===== src/rtl/shift_reg_sched_pkg.sv =====
`default_nettype none
// ============================================================================
// Module      : shift_reg_sched_pkg
// Description : Op, state and register-mode encodings for shift_reg_sched.
// Revision    : 1.0 - initial release
// ============================================================================
package shift_reg_sched_pkg;

    localparam logic [1:0] OP_LOAD = 2'b00;
    localparam logic [1:0] OP_SHL  = 2'b01;
    localparam logic [1:0] OP_SHR  = 2'b10;
    localparam logic [1:0] OP_ROL  = 2'b11;

    typedef enum logic [0:0] {
        ST_IDLE = 1'b0,
        ST_EXEC = 1'b1
    } state_t;

    typedef enum logic [2:0] {
        MODE_HOLD = 3'd0,
        MODE_LOAD = 3'd1,
        MODE_SHL  = 3'd2,
        MODE_SHR  = 3'd3,
        MODE_ROL  = 3'd4
    } mode_t;

    function automatic mode_t op_to_mode(input logic [1:0] op);
        case (op)
            OP_LOAD: return MODE_LOAD;
            OP_SHL:  return MODE_SHL;
            OP_SHR:  return MODE_SHR;
            default: return MODE_ROL;
        endcase
    endfunction

endpackage
`default_nettype wire


===== src/rtl/shift_reg_sched_usr_reg.sv =====
`default_nettype none
// ============================================================================
// Module      : shift_reg_sched_usr_reg
// Description : WIDTH-bit universal register (hold/load/shl/shr/rol).
// Revision    : 1.0 - initial release
// ============================================================================
module shift_reg_sched_usr_reg
    import shift_reg_sched_pkg::*;
#(
    parameter int WIDTH = 4
) (
    input  logic             clk,
    input  logic             rst,
    input  mode_t            mode,
    input  logic [WIDTH-1:0] d,
    input  logic             sin,
    output logic [WIDTH-1:0] q
);

    logic [WIDTH-1:0] r_q;

    always_ff @(posedge clk) begin
        if (rst) begin
            r_q <= '0;
        end else begin
            case (mode)
                MODE_LOAD: r_q <= d;
                MODE_SHL:  r_q <= {r_q[WIDTH-2:0], sin};
                MODE_SHR:  r_q <= {sin, r_q[WIDTH-1:1]};
                MODE_ROL:  r_q <= {r_q[WIDTH-2:0], r_q[WIDTH-1]};
                default:   r_q <= r_q;
            endcase
        end
    end

    assign q = r_q;

endmodule
`default_nettype wire


===== src/rtl/shift_reg_sched.sv =====
`default_nettype none
// ============================================================================
// Module      : shift_reg_sched
// Description : Round-robin sequencer for two requesters sharing one shift register.
// Revision    : 1.0 - initial release
// ============================================================================
module shift_reg_sched
    import shift_reg_sched_pkg::*;
#(
    parameter int WIDTH = 4,
    parameter int CNT_W = 3
) (
    input  logic             clk,
    input  logic             rst,
    input  logic             req0_valid,
    output logic             req0_ready,
    input  logic [1:0]       req0_op,
    input  logic [WIDTH-1:0] req0_data,
    input  logic [CNT_W-1:0] req0_count,
    input  logic             req0_sin,
    input  logic             req1_valid,
    output logic             req1_ready,
    input  logic [1:0]       req1_op,
    input  logic [WIDTH-1:0] req1_data,
    input  logic [CNT_W-1:0] req1_count,
    input  logic             req1_sin,
    output logic [WIDTH-1:0] q,
    output logic             busy,
    output logic             done,
    output logic             done_id
);

    state_t           r_state, w_state_next;
    logic [1:0]       r_op;
    logic [WIDTH-1:0] r_data;
    logic             r_sin, r_id, r_nop, r_prio, r_done, r_done_id;
    logic [CNT_W-1:0] r_rem;
    mode_t            w_mode;
    logic             w_last, w_acc, w_shift;
    logic [1:0]       w_op;
    logic [CNT_W-1:0] w_cnt;

    assign w_last  = (r_rem == CNT_W'(1));
    assign w_acc   = req0_ready | req1_ready;
    assign w_op    = req1_ready ? req1_op    : req0_op;
    assign w_cnt   = req1_ready ? req1_count : req0_count;
    assign w_shift = (w_op != OP_LOAD);

    always_ff @(posedge clk) begin
        if (rst) r_state <= ST_IDLE;
        else     r_state <= w_state_next;
    end

    // r_prio names the requester that wins a tie; it flips away from each grant.
    always_comb begin
        w_state_next = r_state;
        req0_ready   = 1'b0;
        req1_ready   = 1'b0;
        w_mode       = MODE_HOLD;
        case (r_state)
            ST_IDLE: begin
                req0_ready = req0_valid & (~req1_valid | ~r_prio);
                req1_ready = req1_valid & (~req0_valid |  r_prio);
                if (req0_valid | req1_valid) w_state_next = ST_EXEC;
            end
            ST_EXEC: begin
                w_mode = r_nop ? MODE_HOLD : op_to_mode(r_op);
                if (w_last) w_state_next = ST_IDLE;
            end
            default: w_state_next = ST_IDLE;
        endcase
    end

    always_ff @(posedge clk) begin
        if (rst) begin
            r_op      <= OP_LOAD;
            r_data    <= '0;
            r_sin     <= 1'b0;
            r_id      <= 1'b0;
            r_nop     <= 1'b0;
            r_rem     <= '0;
            r_prio    <= 1'b0;
            r_done    <= 1'b0;
            r_done_id <= 1'b0;
        end else begin
            r_done <= (r_state == ST_EXEC) && w_last;
            if ((r_state == ST_EXEC) && w_last) r_done_id <= r_id;
            if (r_state == ST_EXEC) begin
                r_rem <= r_rem - CNT_W'(1);
            end else if (w_acc) begin
                r_id   <= req1_ready;
                r_op   <= w_op;
                r_data <= req1_ready ? req1_data : req0_data;
                r_sin  <= req1_ready ? req1_sin  : req0_sin;
                // A zero-count shift still takes one (idle) step so done fires.
                r_rem  <= (!w_shift || w_cnt == '0) ? CNT_W'(1) : w_cnt;
                r_nop  <= w_shift && (w_cnt == '0);
                r_prio <= ~req1_ready;
            end
        end
    end

    shift_reg_sched_usr_reg #(
        .WIDTH (WIDTH)
    ) u_reg (
        .clk  (clk),
        .rst  (rst),
        .mode (w_mode),
        .d    (r_data),
        .sin  (r_sin),
        .q    (q)
    );

    assign busy    = (r_state == ST_EXEC);
    assign done    = r_done;
    assign done_id = r_done_id;

endmodule
`default_nettype wire


===== config.mk =====
export PLATFORM = sky130hd
export DESIGN_NAME = shift_reg_sched
export DESIGN_NICKNAME = d
export VERILOG_FILES = /design/src/rtl/shift_reg_sched_pkg.sv /design/src/rtl/shift_reg_sched_usr_reg.sv /design/src/rtl/shift_reg_sched.sv
export SDC_FILE = /design/constraint.sdc
export NUM_CORES = 1
export LEC_CHECK = 0
export ABC_AREA = 1
export BUFFER_PORTS_ARGS = -buffer_cell sky130_fd_sc_hd__clkbuf_2
export CAP_MARGIN = 20
export CORE_MARGIN = 10
export CORE_UTILIZATION = 35
export CTS_BUF_LIST = sky130_fd_sc_hd__clkbuf_4
export DETAILED_ROUTE_END_ITERATION = 7
export GPL_TIMING_DRIVEN = 0
export MAX_ROUTING_LAYER = met4
export PLACE_DENSITY_LB_ADDON = 0.1
export SYNTH_ARGS = -nofsm -noshare
export SYNTH_HDL_FRONTEND = slang
export SYNTH_SLANG_ARGS = --single-unit

===== constraint.sdc =====
create_clock -name clk -period 1.28 [get_ports clk]
set_input_delay 0.256 -clock clk [delete_from_list [all_inputs] [get_ports clk]]
set_output_delay 0.256 -clock clk [all_outputs]
set_load 0.02 [all_outputs]

==> reports/metrics.cfg, run 1 <==
[routing]
wl_per_cell_um=11.6
routed_wl_mm=3.20
vias=1272
antenna_left=0
first_iter_violations=94
vias_per_cell=4.63
firstDrtPassIters=4
drc=0

[synthesis]
ys_types=28
yosys-mux-area-fraction_pct=0
ys_ff_latch=20
synthXorXnorAreaFrac_pct=0
synthFlopType=dfxtp_1
yosysMostFrequentCell=nand2_1
synth_cells=180
synth_area_um2=1240
ys_top_cells_by_count=nand2_1 (46), inv_1 (33), dfxtp_1 (20)
synth_nets=209
ys_async_sr_fraction_pct=0
synth-compound-area-share_pct=14.0
yosysTopAreaCell=dfxtp_1
synthTopCellsByArea=dfxtp_1 (32%), nand2_1 (14%), inv_1 (10%)
synth.yosys.seq_area_share_pct=32.4
synthAdderAreaFrac_pct=5.06
ys.warnings.count=0
synth_top_family_by_area=simple AND/OR/NAND/NOR gates
synth-edff-count=0
syn_avg_cell_area_um2=6.87
yosys.area_share.simple_pct=36.1
yosysTopAreaCellShare_pct=32.4

[clock_tree]
cts_root_buf=clkbuf_4
cts_tree=built
cts_max_level=1
clockBufferDepth=2
cts.sinks=20
clk_latency_ps=300
cts.clk_slew.worst_paths_ps=120
cts_buffers=3
hold_buffers=0

[timing]
setup_ws_ps=-94.8
finalMaxSlewViolations=0
whs_ps=245
worstMarginPinSlew_ps=443
max_freq_ghz=0.727
setup_viol_count_final=16
finalCriticalPeriod_ps=1370
fin_skew_ps=1.94
rsz0062_at_grt=yes
fin_crit_sh_pct=107
max_slew_margin_pct=70.5
finalHoldViolCount=0

[place]
dp.cells=257
place_congestion=0.841
pre_cts_ws_ps=-128
io_buffers=31
dp_hpwl_mm=2.37

[hold_path]
hold_path_class=in2reg

[worst_setup_path]
worst_setup_path_end_kind=register
cp.buffers_inverters=2
cp-start-kind=register
cp_cell_sequence=inv_2 > ha_4 > nand2_4 > nor2_4 > inv_2 > o21ai_2 > nand2_1 > a31oi_1
worstPathArrival_ps=1610
crit_family=flip-flops
cp_max_fo=4
worstPathRequired_ps=1520
slowest_stage=dfxtp_4
slowest_delay_ps=380
crit_type=reg2reg
crit_top_cell=inv_2

[global_routing]
grt_max_degree=12
antenna_found_initial=0
grt_pass1_wl_mm=5.19
grt_pass1_vias=1212
globalRouteOverflowTotal=0
grtUsageTotal_pct=10.1

[floorplanning]
row_count=21
dieWidth_um=79.4
dieArea_um2=6310
fp.coreArea_um2=3360
die_h_um=79.4
start_util_pct=36.8
io_pins=33

[outcome]
violations=setup timing
outcome=complete, but fails checks

[final_layout]
syn_to_final_growth_pct=44.3
diodes=0
drive_gt1_share_pct=44.5
multi_input_comb_area_um2=817
layout.nets=259
instances_no_fill=275
final_util_pct=53.1
ff_latch_area_um2=410
n_fill_cell=347

[flow_run]
drv_cap=0

[power_and_ir_drop]
power.leakage_nw=0.871
irDropWorstVdd_uv=810
finalPower_mw=1.87
powerDensity_nw_per_um2=1050

[logic make-up (layout without fill, tap and decap cells)]
| group | after synthesis | count (layout) |
|---|---|---|
| and+or+nand+nor | 87 | 87 |
| adders and majority gates | 5 | 5 |
| buffers and inverters | 38 | 87 |
| AOI/OAI and AO/OA | 30 | 30 |
| DFF | 20 | 20 |
[final timing paths]
kind	from	endpoint	slack [ps]	depth (start not counted)
setup / recovery	r_op[1]	u_reg.q[3]	-90	8
hold / removal	req1_sin	r_sin	250	5
setup reg to reg	r_op[1]	u_reg.q[3]	-90	8
hold reg to reg	done_id	done_id	460	2
[what timing repair did]
item                                    4_1_cts  5_1_grt
setup buffers                                11        4
pin swaps                                     8       13
endpoints found under the setup margin       17       20
hold endpoints to repair                      0        0
gates resized for setup                      17       30
[metrics by stage]
step | TNS, ps | area (um2)
finish | -986 | 1780
global placement | -905 | 1480
detailed placement | -971 | 1480
CTS | -2210 | 1660
global route | -2420 | 1780
floorplan | -20.9 | 1270
[worst min-delay path, cell delays in order]
cell	delay, ps
clkbuf_2	80
nand2_1	40
nand3_1	70
nand2_1	40
inv_1	40
[flip-flops by register name, summed over array words and instances (netlist names)]
register	count
u_reg.q	4
r_id	1
r_prio	1
r_op	2
done_id	1
r_sin	1
r_data	4
done	1
busy	1
r_rem	3
r_nop	1
[report_power, final]
part,switching (mW),internal (mW)
logic,0.439,0.353
registers,0.0675,0.696
clock network,0.199,0.114
[routing by layer]
layer  vias to the layer above  share of wire (%)  global-route usage, %
li1                        664                  -                      -
met1                       582                 44                   11.6
met2                        24                 52                   16.7
met3                         2                3.0                   3.15
met4                         0               0.41                   2.51
met5                         -                  0                      -
[area by class of cell]
cell class	count	share of cell area [%]
well taps	46	3.23
clock buffers	3	1.26
repair buffers	46	17.7
clock inverters	1	0.210
plain buffers	2	0.491
multi-input cells	122	45.8
inverters	35	8.27
flip-flops and latches	20	23.0
[cells in the final DEF, fill, tap and decap left out, types with 2 or more instances in the layout]
cell,instances
nand3_1,13
dfxtp_4,2
buf_12,2
nand2_2,11
nand3_2,2
o211ai_1,2
nand2_1,35
nor2_2,4
clkbuf_4,3
nor2_1,5
inv_2,4
buf_4,12
o21ai_0,6
nand2_4,5
nand3b_1,2
inv_1,27
a31oi_1,3
nand2_8,2
inv_6,2
nor2_4,4
dfxtp_1,16
a21oi_2,3
o21ai_1,2
nand3_4,2
dfxtp_2,2
buf_8,2
ha_1,4
clkbuf_2,29
o21ai_2,3
a21oi_1,9
No activity file was read; power rests on OpenSTA's default activity.
==> run 2: changes to the inputs <==
--- a/config.mk
+++ b/config.mk
@@ -10,11 +10,10 @@
 export CAP_MARGIN = 20
 export CORE_MARGIN = 10
 export CORE_UTILIZATION = 35
-export CTS_BUF_LIST = sky130_fd_sc_hd__clkbuf_4
 export DETAILED_ROUTE_END_ITERATION = 7
 export GPL_TIMING_DRIVEN = 0
 export MAX_ROUTING_LAYER = met4
-export PLACE_DENSITY_LB_ADDON = 0.1
+export PLACE_DENSITY = 0.67
 export SYNTH_ARGS = -nofsm -noshare
 export SYNTH_HDL_FRONTEND = slang
 export SYNTH_SLANG_ARGS = --single-unit
==> reports/metrics.cfg, run 2 (synthesis results as in run 1) <==
[timing]
setup_ws_ps=-153
rsz0062_at_grt=yes
max_slew_margin_pct=70.7
finalHoldViolCount=0
setup_viol_count_final=20
finalCriticalPeriod_ps=1430
fin_skew_ps=13.0
finalMaxSlewViolations=0
worstMarginPinSlew_ps=439
fin_crit_sh_pct=112
max_freq_ghz=0.698

[worst_setup_path]
crit_type=reg2reg
worstPathRequired_ps=1480
cp-start-kind=register
worst_setup_path_end_kind=register
cp_max_fo=4
worstPathArrival_ps=1630

[clock_tree]
cts_max_level=1
clockBufferDepth=2
cts.sinks=20
clk_latency_ps=310
cts.clk_slew.worst_paths_ps=130
cts_root_buf=clkbuf_4
cts_tree=built
cts_buffers=3

[place]
io_buffers=31
dp.cells=257
dp_hpwl_mm=2.25
place_congestion=0.873

[routing]
vias_per_cell=4.61
antenna_left=0
vias=1292
firstDrtPassIters=4
drc=0
first_iter_violations=34
wl_per_cell_um=12.3
routed_wl_mm=3.45

[power_and_ir_drop]
irDropWorstVdd_uv=917
power.leakage_nw=0.924
finalPower_mw=2.15
powerDensity_nw_per_um2=1150

[final_layout]
mostFrequentLayoutCell=nand2_1
diodes=0
instances_no_fill=280
final_cell_mix=nand2_1 (36), clkbuf_2 (29), inv_1 (25), dfxtp_1 (16), buf_4 (14)
drive_gt1_share_pct=47.4
syn_to_final_growth_pct=52.1
final_util_pct=55.9
layout.nets=264

[floorplanning]
row_count=21
dieWidth_um=79.4
start_util_pct=36.8
dieArea_um2=6310
fp.coreArea_um2=3360
io_pins=33
die_h_um=79.4

[hold_path]
hold_path_class=in2reg

[outcome]
violations=setup timing
outcome=complete, but fails checks

[global_routing]
globalRouteOverflowTotal=0
grt_pass1_wl_mm=5.64
grt_max_degree=13
antenna_found_initial=0
grtUsageTotal_pct=11.1
grt_pass1_vias=1298

[flow_run]
drv_cap=0

## run 2: changes by cell type in the layout (fill, tap and decap cells not counted), moves of 2 or more
cell     change
nand2_2      -2
buf_4        +2
nand3_1      -3
inv_1        -2
nand3_2      +3
buf_6        +3
## run 2: what timing repair did
| action | CTS | global route |
|---|---|---|
| hold buffers | 0 | 0 |
| gates cloned | 0 | 0 |
| pin swaps | 21 | 23 |
| buffers inserted | 14 | 6 |
| resized for setup | 28 | 30 |
| setup endpoints to repair | 17 | 20 |
## run 2: metrics by stage
step | TNS [ps] | worst slack (ps) | instance area, um2 | hold slack, ps
2_1_floorplan | -20.9 | -11.0 | 1270 | 438
3_3_place_gp | -1020 | -113 | 1480 | 435
3_5_place_dp | -1130 | -148 | 1480 | 437
4_1_cts | -2810 | -204 | 1760 | 216
5_1_grt | -3510 | -240 | 1880 | 223
6_report | -1760 | -153 | 1880 | 229
## run 2: final cells by class
type | instances | area, um2
fillers | 332 | 1480
clock buffers | 3 | 22.5
well taps | 46 | 57.6
flip-flops and latches | 20 | 410
repair buffers | 51 | 365
inverters | 35 | 150
plain buffers | 2 | 8.76
multi-input cells | 122 | 836
clock inverters | 1 | 30.0
## run 2: final timing paths
path / slack [ps] / endpoint / depth (start not counted) / from
worst min register to register: 450 / done_id / 2 / done_id
worst max-delay path: -150 / u_reg.q[0] / 8 / r_op[0]
worst max register to register: -150 / u_reg.q[0] / 8 / r_op[0]
worst min-delay path: 230 / r_sin / 5 / req0_sin
## run 2: report_power, final
part,leakage (nW),total [mW],switching (mW),internal (mW)
Sequential,0.167,0.769,0.0722,0.696
Clock,0.0279,0.531,0.214,0.317
Combinational,0.730,0.856,0.467,0.389
Total,0.924,2.15,0.753,1.40
## run 2: worst max-delay path, cell delays in order (launching register included)
cell and delay [ps]:
dfxtp_2 370, inv_2 60, ha_1 220, nor2_4 170
nand3_4 130, nand2_4 100, nand2_2 50, o21ai_2 140
a21oi_1 80
## run 2: metal layers
metal	vias to the layer above	wire (um)	GRT usage [%]
met1	579	1470	12.7
met3	4	130	3.27
met4	0	46	3.41
met2	33	1800	18.1
met5	-	0	-
li1	676	-	-
